[src/rtl/count_mon_pkg.sv]
// Shared constants for count_monitor: default widths and FSM state encodings.
package count_mon_pkg;

  localparam int unsigned CW_DEF  = 3;
  localparam int unsigned EW_DEF  = 8;
  localparam int unsigned STATE_W = 2;

  localparam logic [STATE_W-1:0] ST_WAIT  = 2'd0;
  localparam logic [STATE_W-1:0] ST_TRACK = 2'd1;
  localparam logic [STATE_W-1:0] ST_FAULT = 2'd2;

endpackage

[src/rtl/sync_2ff.sv]
// Two-flop synchronizer for a W-bit bus, cleared by the synchronous reset.
module sync_2ff #(
  parameter int unsigned W = 1
) (
  input  logic         clk,
  input  logic         reset,
  input  logic [W-1:0] d,
  output logic [W-1:0] q
);

  logic [W-1:0] s1_q, s1_d;
  logic [W-1:0] s2_q, s2_d;

  always_comb begin
    s1_d = d;
    s2_d = s1_q;
  end

  always_ff @(posedge clk) begin
    if (reset) begin
      s1_q <= '0;
      s2_q <= '0;
    end else begin
      s1_q <= s1_d;
      s2_q <= s2_d;
    end
  end

  assign q = s2_q;

endmodule

[src/rtl/count_monitor.sv]
// Monitors an asynchronous up counter: synchronizes, filters ripple, checks +1 steps.
// Optional saturating error counter enabled by defining ERRCNT_EN.
module count_monitor
  import count_mon_pkg::*;
#(
  parameter int unsigned CW = CW_DEF,
  parameter int unsigned EW = EW_DEF
) (
  input  logic          clk,
  input  logic          reset,
  input  logic [CW-1:0] count_in,
  input  logic          cnt_reset_in,
  output logic [CW-1:0] count_sync,
  output logic          step,
  output logic          wrap,
  output logic          err,
  output logic          fault,
  output logic [EW-1:0] err_cnt
);

  logic [CW-1:0] count_s2;
  logic          crst_s2;

  sync_2ff #(.W(CW)) u_sync_count (
    .clk   (clk),
    .reset (reset),
    .d     (count_in),
    .q     (count_s2)
  );

  sync_2ff #(.W(1)) u_sync_crst (
    .clk   (clk),
    .reset (reset),
    .d     (cnt_reset_in),
    .q     (crst_s2)
  );

  logic [CW-1:0]      count_s3_q, count_s3_d;
  logic [CW-1:0]      count_sync_q, count_sync_d;
  logic               step_q, step_d;
  logic               wrap_q, wrap_d;
  logic               err_q, err_d;
  logic               fault_q, fault_d;
  logic [STATE_W-1:0] state_q, state_d;
  logic               stable, accept, legal;
  logic [CW-1:0]      count_inc;

  // A sample is only trusted once two consecutive synchronized values agree.
  always_comb begin
    count_s3_d   = count_s2;
    count_inc    = count_sync_q + CW'(1);
    stable       = (count_s2 == count_s3_q);
    accept       = stable && (count_s3_q != count_sync_q);
    legal        = (count_s3_q == count_inc);
    count_sync_d = count_sync_q;
    step_d       = 1'b0;
    wrap_d       = 1'b0;
    err_d        = 1'b0;
    fault_d      = fault_q;
    state_d      = state_q;

    if (accept) count_sync_d = count_s3_q;

    if (crst_s2) begin
      state_d = ST_WAIT;
      fault_d = 1'b0;
    end else begin
      case (state_q)
        ST_WAIT: begin
          if (stable) state_d = ST_TRACK;
        end
        ST_TRACK: begin
          if (accept) begin
            if (legal) begin
              step_d = 1'b1;
              wrap_d = (count_s3_q == '0);
            end else begin
              err_d   = 1'b1;
              fault_d = 1'b1;
              state_d = ST_FAULT;
            end
          end
        end
        ST_FAULT: begin
          if (accept && !legal) err_d = 1'b1;
        end
        default: state_d = ST_WAIT;
      endcase
    end
  end

  always_ff @(posedge clk) begin
    if (reset) begin
      count_s3_q   <= '0;
      count_sync_q <= '0;
      step_q       <= 1'b0;
      wrap_q       <= 1'b0;
      err_q        <= 1'b0;
      fault_q      <= 1'b0;
      state_q      <= ST_WAIT;
    end else begin
      count_s3_q   <= count_s3_d;
      count_sync_q <= count_sync_d;
      step_q       <= step_d;
      wrap_q       <= wrap_d;
      err_q        <= err_d;
      fault_q      <= fault_d;
      state_q      <= state_d;
    end
  end

  assign count_sync = count_sync_q;
  assign step       = step_q;
  assign wrap       = wrap_q;
  assign err        = err_q;
  assign fault      = fault_q;

`ifdef ERRCNT_EN
  logic [EW-1:0] err_cnt_q, err_cnt_d;

  // Saturating count of illegal transitions; only the main reset clears it.
  always_comb begin
    err_cnt_d = err_cnt_q;
    if (err_d && (err_cnt_q != '1)) err_cnt_d = err_cnt_q + EW'(1);
  end

  always_ff @(posedge clk) begin
    if (reset) err_cnt_q <= '0;
    else       err_cnt_q <= err_cnt_d;
  end

  assign err_cnt = err_cnt_q;
`else
  assign err_cnt = '0;
`endif

endmodule

[config.mk]
export PLATFORM = sky130hd
export DESIGN_NAME = count_monitor
export DESIGN_NICKNAME = d
export VERILOG_FILES = /design/src/rtl/count_mon_pkg.sv /design/src/rtl/sync_2ff.sv /design/src/rtl/count_monitor.sv
export SDC_FILE = /design/constraint.sdc
export NUM_CORES = 1
export LEC_CHECK = 0
export CORE_UTILIZATION = 45
export DETAILED_ROUTE_END_ITERATION = 10
export PLACE_DENSITY = 0.73
export SYNTH_ARGS = -nofsm -noshare
export SYNTH_HDL_FRONTEND = slang
export SYNTH_SLANG_ARGS = --single-unit
export TNS_END_PERCENT = 5
[constraint.sdc]
create_clock -name clk -period 3.6 [get_ports clk]
set_input_delay 0.72 -clock clk [delete_from_list [all_inputs] [get_ports clk]]
set_output_delay 0.72 -clock clk [all_outputs]
set_load 0.05 [all_outputs]
==> flow_summary.ini <==
[logic_synthesis]
synth_area_per_cell_um2 = 10.74
postSynthCellCount = 84
yosys_warnings = 0
ys_types = 23
ys_ff_latch = 20
ys.flop_type = dfxtp_1
netlist.top_cell.by_area = dfxtp_1
synth-seq-area-share_pct = 44.38
synth_top_cell_area_share_pct = 44.38
synth_commonest_cells = dfxtp_1 (20), nor2b_1 (11), buf_4 (8)
synth_edf_count = 0
synthArstFlopShare_pct = 0
synthTopCellsByArea = dfxtp_1 (44%), ha_1 (8.3%), nor2b_1 (7.6%), buf_4 (6.7%), xnor2_1 (5.8%)
yosysMostFrequentCell = dfxtp_1
synth_area_um2 = 902.1

[grt]
grt_pass1_vias = 493
grt_overflow = 0
grt_use_total_pct = 13.65
antenna_found_initial = 0
grt_max_degree = 17
grt_pass1_wl_um = 2007

[die]
die_h_um = 46.78
die_width_um = 46.78
core_area_mm2 = 0.001802
die-area_mm2 = 0.002188
rows = 15
pin_count = 21
initial_core_util_pct = 50.07

[clock_tree]
postCtsResizedCells = 0
numClockSinks = 20
cts_buffers = 3
clk_latency_ns = 0.29
cts_setup_buffers = 0
cts.clk_slew.worst_paths_ns = 0.11
clockBufferDepth = 2
cts-root-buf = clkbuf_4
cts_tree = built
h-tree-depth = 1
postCtsHoldBufs = 0

[route]
viasPerCell = 4.516
first_pass_iters = 2
antenna_left = 0
drcViolationCount = 0
wl_per_cell_um = 10.08
vias = 551
drtIter0Drc = 2
totalWireLength_um = 1230

[worst_hold_path]
hp-class = reg2reg

[place]
dp.cells = 118
portBuffers = 12
routabilityCongestion = 0.8303
hpwl_um = 949.6
place_area_mm2 = 0.001011

[timing]
setup_viol = 0
drv_slew = 0
period_minus_slack_ns = 2.270
clock-skew-final_ns = 0.005046
grt_setup_unrepaired = false
hold_violations = 0
whs_ns = 0.4489
period_share_pct = 63.07
fmax_mhz = 440.4
finalSetupTns_ns = 0

[power]
p_leak_nw = 0.4352
powerDensity_mw_per_mm2 = 527.2
peakVddDrop_mv = 0.2904

[worst_setup_path]
cp_max_fo = 4
cp-end-kind = primary output
cpPeakStageDelay_ns = 0.83
cp_top_family = buffers and inverters
startpoint_type = flip-flop
crit_chain = clkdlybuf4s50_1
crit_type = reg2out
cp.arrival_ns = 1.55
path_buf_inv = 1
crit_slowest_cell = clkdlybuf4s50_1
required_ns = 2.88

[cells_and_area]
antenna_cells = 0
syn2layout_area_growth_pct = 17.89
fin_cells = 122
fin_nets = 110
design_area_mm2 = 0.001064
layout-drive-gt1-share_pct = 10.31

[run_status]
status = finished, final reports clean

[job]
cap_violations = 0
==> layer usage <==
metal	track usage [%]	share of wire, %	up-vias
met5	0	0	-
met4	6.857	1.5	0
met2	22.22	47	18
met1	16.03	48	247
met3	4.615	3.4	2
li1	-	-	284
==> cells in the final DEF (no fill, tap or decap), drive strengths merged <==
cell,netlist,final
dfxtp,20,20
xor3,1,1
o21ai,1,1
clkdlybuf4s50,0,12
and3,1,1
ha,6,6
nand3,2,2
a21oi,2,2
o2111a,1,1
bufinv,0,1
inv,3,3
nor4b,1,1
nor2,4,4
clkbuf,1,3
xnor2,6,6
nor2b,11,11
conb,1,8
mux2i,5,5
nor3,4,4
xor2,1,1
nand2,4,4
==> area by class of cell <==
type	count	area, µm²
Fill cell	162	738.2
Clock buffer	3	22.52
Tap cell	25	31.28
Sequential cell	20	400.4
Inverter	3	11.26
Multi-Input combinational cell	58	447.9
Clock inverter	1	30.03
Timing Repair Buffer	12	120.1
==> final timing paths <==
path               startpoint       endpoint  slack [ns]  cells after the start
max             count_sync[2]  count_sync[2]        1.33                      1
min reg2reg  u_sync_crst.s1_q  u_sync_crst.q        0.45                      1
max reg2reg     count_s3_q[2]     state_q[0]        1.83                      5
min          u_sync_crst.s1_q  u_sync_crst.q        0.45                      1
==> cell families after synthesis <==
kind of cell    Yosys count  synth area share, %
compound gates            4                3.329
xor+xnor                  8                9.431
fa+ha+maj                 6                8.322
buf+inv                  13                8.876
flops                    20                44.38
mux                       5                5.548
other cells               1               0.4157
simple gates             27                19.69
==> power breakdown <==
part | internal (W) | total, W | switching (W)
sequential | 0.000237 | 0.000249 | 0.0000124
combinational | 0.0000519 | 0.000133 | 0.0000816
clock | 0.000112 | 0.000178 | 0.0000657
==> registers in the layout (all words and copies together), names as in the netlist <==
signal             flops
u_sync_crst.s1_q       1
u_sync_crst.q          1
state_q                2
u_sync_count.q         3
count_s3_q             3
fault                  1
count_sync             3
step                   1
wrap                   1
err                    1
u_sync_count.s1_q      3
==> stage by stage <==
step | util (%) | setup WS, ns | power (W)
global route | 59.03 | 1.265 | 0.0006002
detailed placement | 56.11 | 1.256 | 0.0003892
global placement | 56.11 | 1.271 | 0.0003835
finish | 59.03 | 1.330 | 0.0005607
CTS | 59.03 | 1.310 | 0.0005672
floorplan | - | 1.785 | 0.0003659
Note: power is estimated with default switching activity, not from simulation.
==> variant: new RTL, same settings <==
Add a define of `ERRCNT_EN`.
--- a/src/rtl/count_monitor.sv
+++ b/src/rtl/count_monitor.sv
@@ -1,5 +1,7 @@
 // Monitors an asynchronous up counter: synchronizes, filters ripple, checks +1 steps.
 // Optional saturating error counter enabled by defining ERRCNT_EN.
+`define ERRCNT_EN
+
 module count_monitor
   import count_mon_pkg::*;
 #(
Formal check against the unedited RTL: not equivalent (a bounded check fails within 10 cycles, from zero or initial values and one cycle with reset high).
==> variant against the unedited design <==
Wire length grew 74%. Sequential cell count grew 8. First-iteration DRC count rose to 6.0 times the old value. Setup slack got worse by 0.11 ns. Total power grew 10%. Utilization increased by 0.068 points. Area after synthesis is 38% higher. Via count up 74%. Count of clock-buffer cells in the layout stayed put. Cell area rose by 41%. Clock skew increased by 0.00093 ns. Critical endpoint is now err_cnt[0].
==> variant: results (changes against the unedited design) <==
Max-Cap Viols=0 (unchanged); number of distinct library cells after synthesis=35 (was 23); GP Congestion=0.795 (was 0.830); first-pass GRT wire length=3570 µm (was 2010 µm); most frequent cells after synthesis=dfxtp_1 (28), nor2b_1 (13), nor2_1 (11), a21oi_1 (8) (was dfxtp_1 (20), nor2b_1 (11), buf_4 (8), ha_1 (6), xnor2_1 (6)); CTS HTree Levels=1 (unchanged); ANT cells=0 (unchanged); clk_skew=0.00598 ns (was 0.00505 ns); clk root buf=clkbuf_4 (unchanged); Clk pin slew, worst setup/hold paths=0.15 ns (was 0.11 ns); slowest stage cell on the critical path=or4_1 (was clkdlybuf4s50_1); hold path start=u_sync_count.s1_q[2] (was u_sync_crst.s1_q); largest net degree at the start of global routing=17 (unchanged); layout cells sized above 1=0.0680 (was 0.103); Area contributors post-synth=dfxtp_1 (45%), nor2b_1 (6.5%), ha_1 (6.0%) (was dfxtp_1 (44%), ha_1 (8.3%), nor2b_1 (7.6%)); global-route total usage across every layer=0.165 (was 0.136); Largest register FFs=8; filler cell count=236 (was 162); crit-path max FO=8 (was 4); clk buf depth=2 (unchanged); Max VDD drop=228 µV (was 290 µV); Final HPWL DP=1580 µm (was 950 µm); First DRT Iteration DRCs=12 (was 2); Final #Nets=160 (was 110); synth warn=0 (unchanged); TritonCTS buffer count=3 (unchanged); r2r endpoint=err_cnt[0] (was state_q[0]); I/O Buffers=20 (was 12); R2R depth=6 (was 5); R2R Setup Slk=1.22 ns (was 1.83 ns); largest delay contributor family on the critical path=simple AND/OR/NAND/NOR gates (was buffers and inverters); Hold Path Sink=u_sync_count.q[2] (was u_sync_crst.q); run status=finished clean (unchanged); Post-Syn Nets=around 140; max_slew headroom=0.486; Async SR Flop Fraction=0 (unchanged); worst-skew pair later-pin latency=0.32 ns (was 0.29 ns); register area share after synthesis=0.450 (was 0.444); sw frac=0.238 (was 0.285); hold path cells=1 (unchanged); initial antenna violation count=0 (unchanged); # Post-CTS Setup Buffers=0 (unchanged); via/cell ratio=5.40 (was 4.52); Most used DFF post-synth=dfxtp_1 (unchanged); CTS resizes=0 (unchanged); crit-path max cell delay=0.67 ns (was 0.83 ns); worst reg2reg startpoint=count_sync[0] (was count_s3_q[2]); WL/cell=12.1 µm (was 10.1 µm); Pleak=0.558 nW (was 0.435 nW); first-pass detailed-route iteration total=4 (was 2); Min-Delay Path Class=register to register (unchanged); vias in the first global route=815 (was 493)
[variant: power by group through the flow]
stage               sequential [W]  clock [W]  combinational (W)
floorplan                 0.000340          0          0.0000608
global placement          0.000336          0          0.0000804
detailed placement        0.000337          0          0.0000854
CTS                       0.000330   0.000207          0.0000861
global route              0.000332   0.000220          0.0000972
finish                    0.000330   0.000203          0.0000856
[variant: kinds of logic after synthesis]
logic type	count (synthesis)	share of synthesized area
buffers and inverters	8	0.0402
adders and majority gates	6	0.0603
xor gates and xnor gates	8	0.0683
AOI/OAI and AO/OA	17	0.0844
DFF	28	0.450
muxes	7	0.0583
and+or+nand+nor	53	0.238
[variant: worst max-delay path by stage]
stage                       start  cells after the start    endpoint  slack [ns]
global route        count_s3_q[2]                      5  err_cnt[0]        1.10
floorplan           count_sync[1]                      7  err_cnt[0]        1.02
global placement    count_sync[0]                      6  err_cnt[0]        1.30
detailed placement  count_sync[0]                      6  err_cnt[0]        1.24
CTS                 count_sync[0]                      6  err_cnt[0]        1.21
finish              count_sync[0]                      6  err_cnt[0]        1.22
[variant: stage by stage]
step           area, µm²  hold slack [ns]  cells
2_1_floorplan       1240            0.414    127
3_3_place_gp        1450            0.424    173
3_5_place_dp        1450            0.434    173
4_1_cts             1500            0.470    177
5_1_grt             1500            0.476    177
6_report            1500            0.463    177
[variant: layout make-up]
type	count	area share
clock buffer	3	0.0150
multi-input combinational	91	0.422
inverter	3	0.00749
timing repair buffer	21	0.138
clock inverter	1	0.0200
sequential	28	0.373
tap	30	0.0250
[variant: routing by layer]
metal  vias up  wire length (µm)  track usage  part of all wire
li1        483                 -            -                 -
met1       460              1030        0.210              0.48
met2        13              1050        0.275              0.49
met3         0                64       0.0361             0.030
met4         0                 0       0.0513                 0
met5         -                 0            0                 0
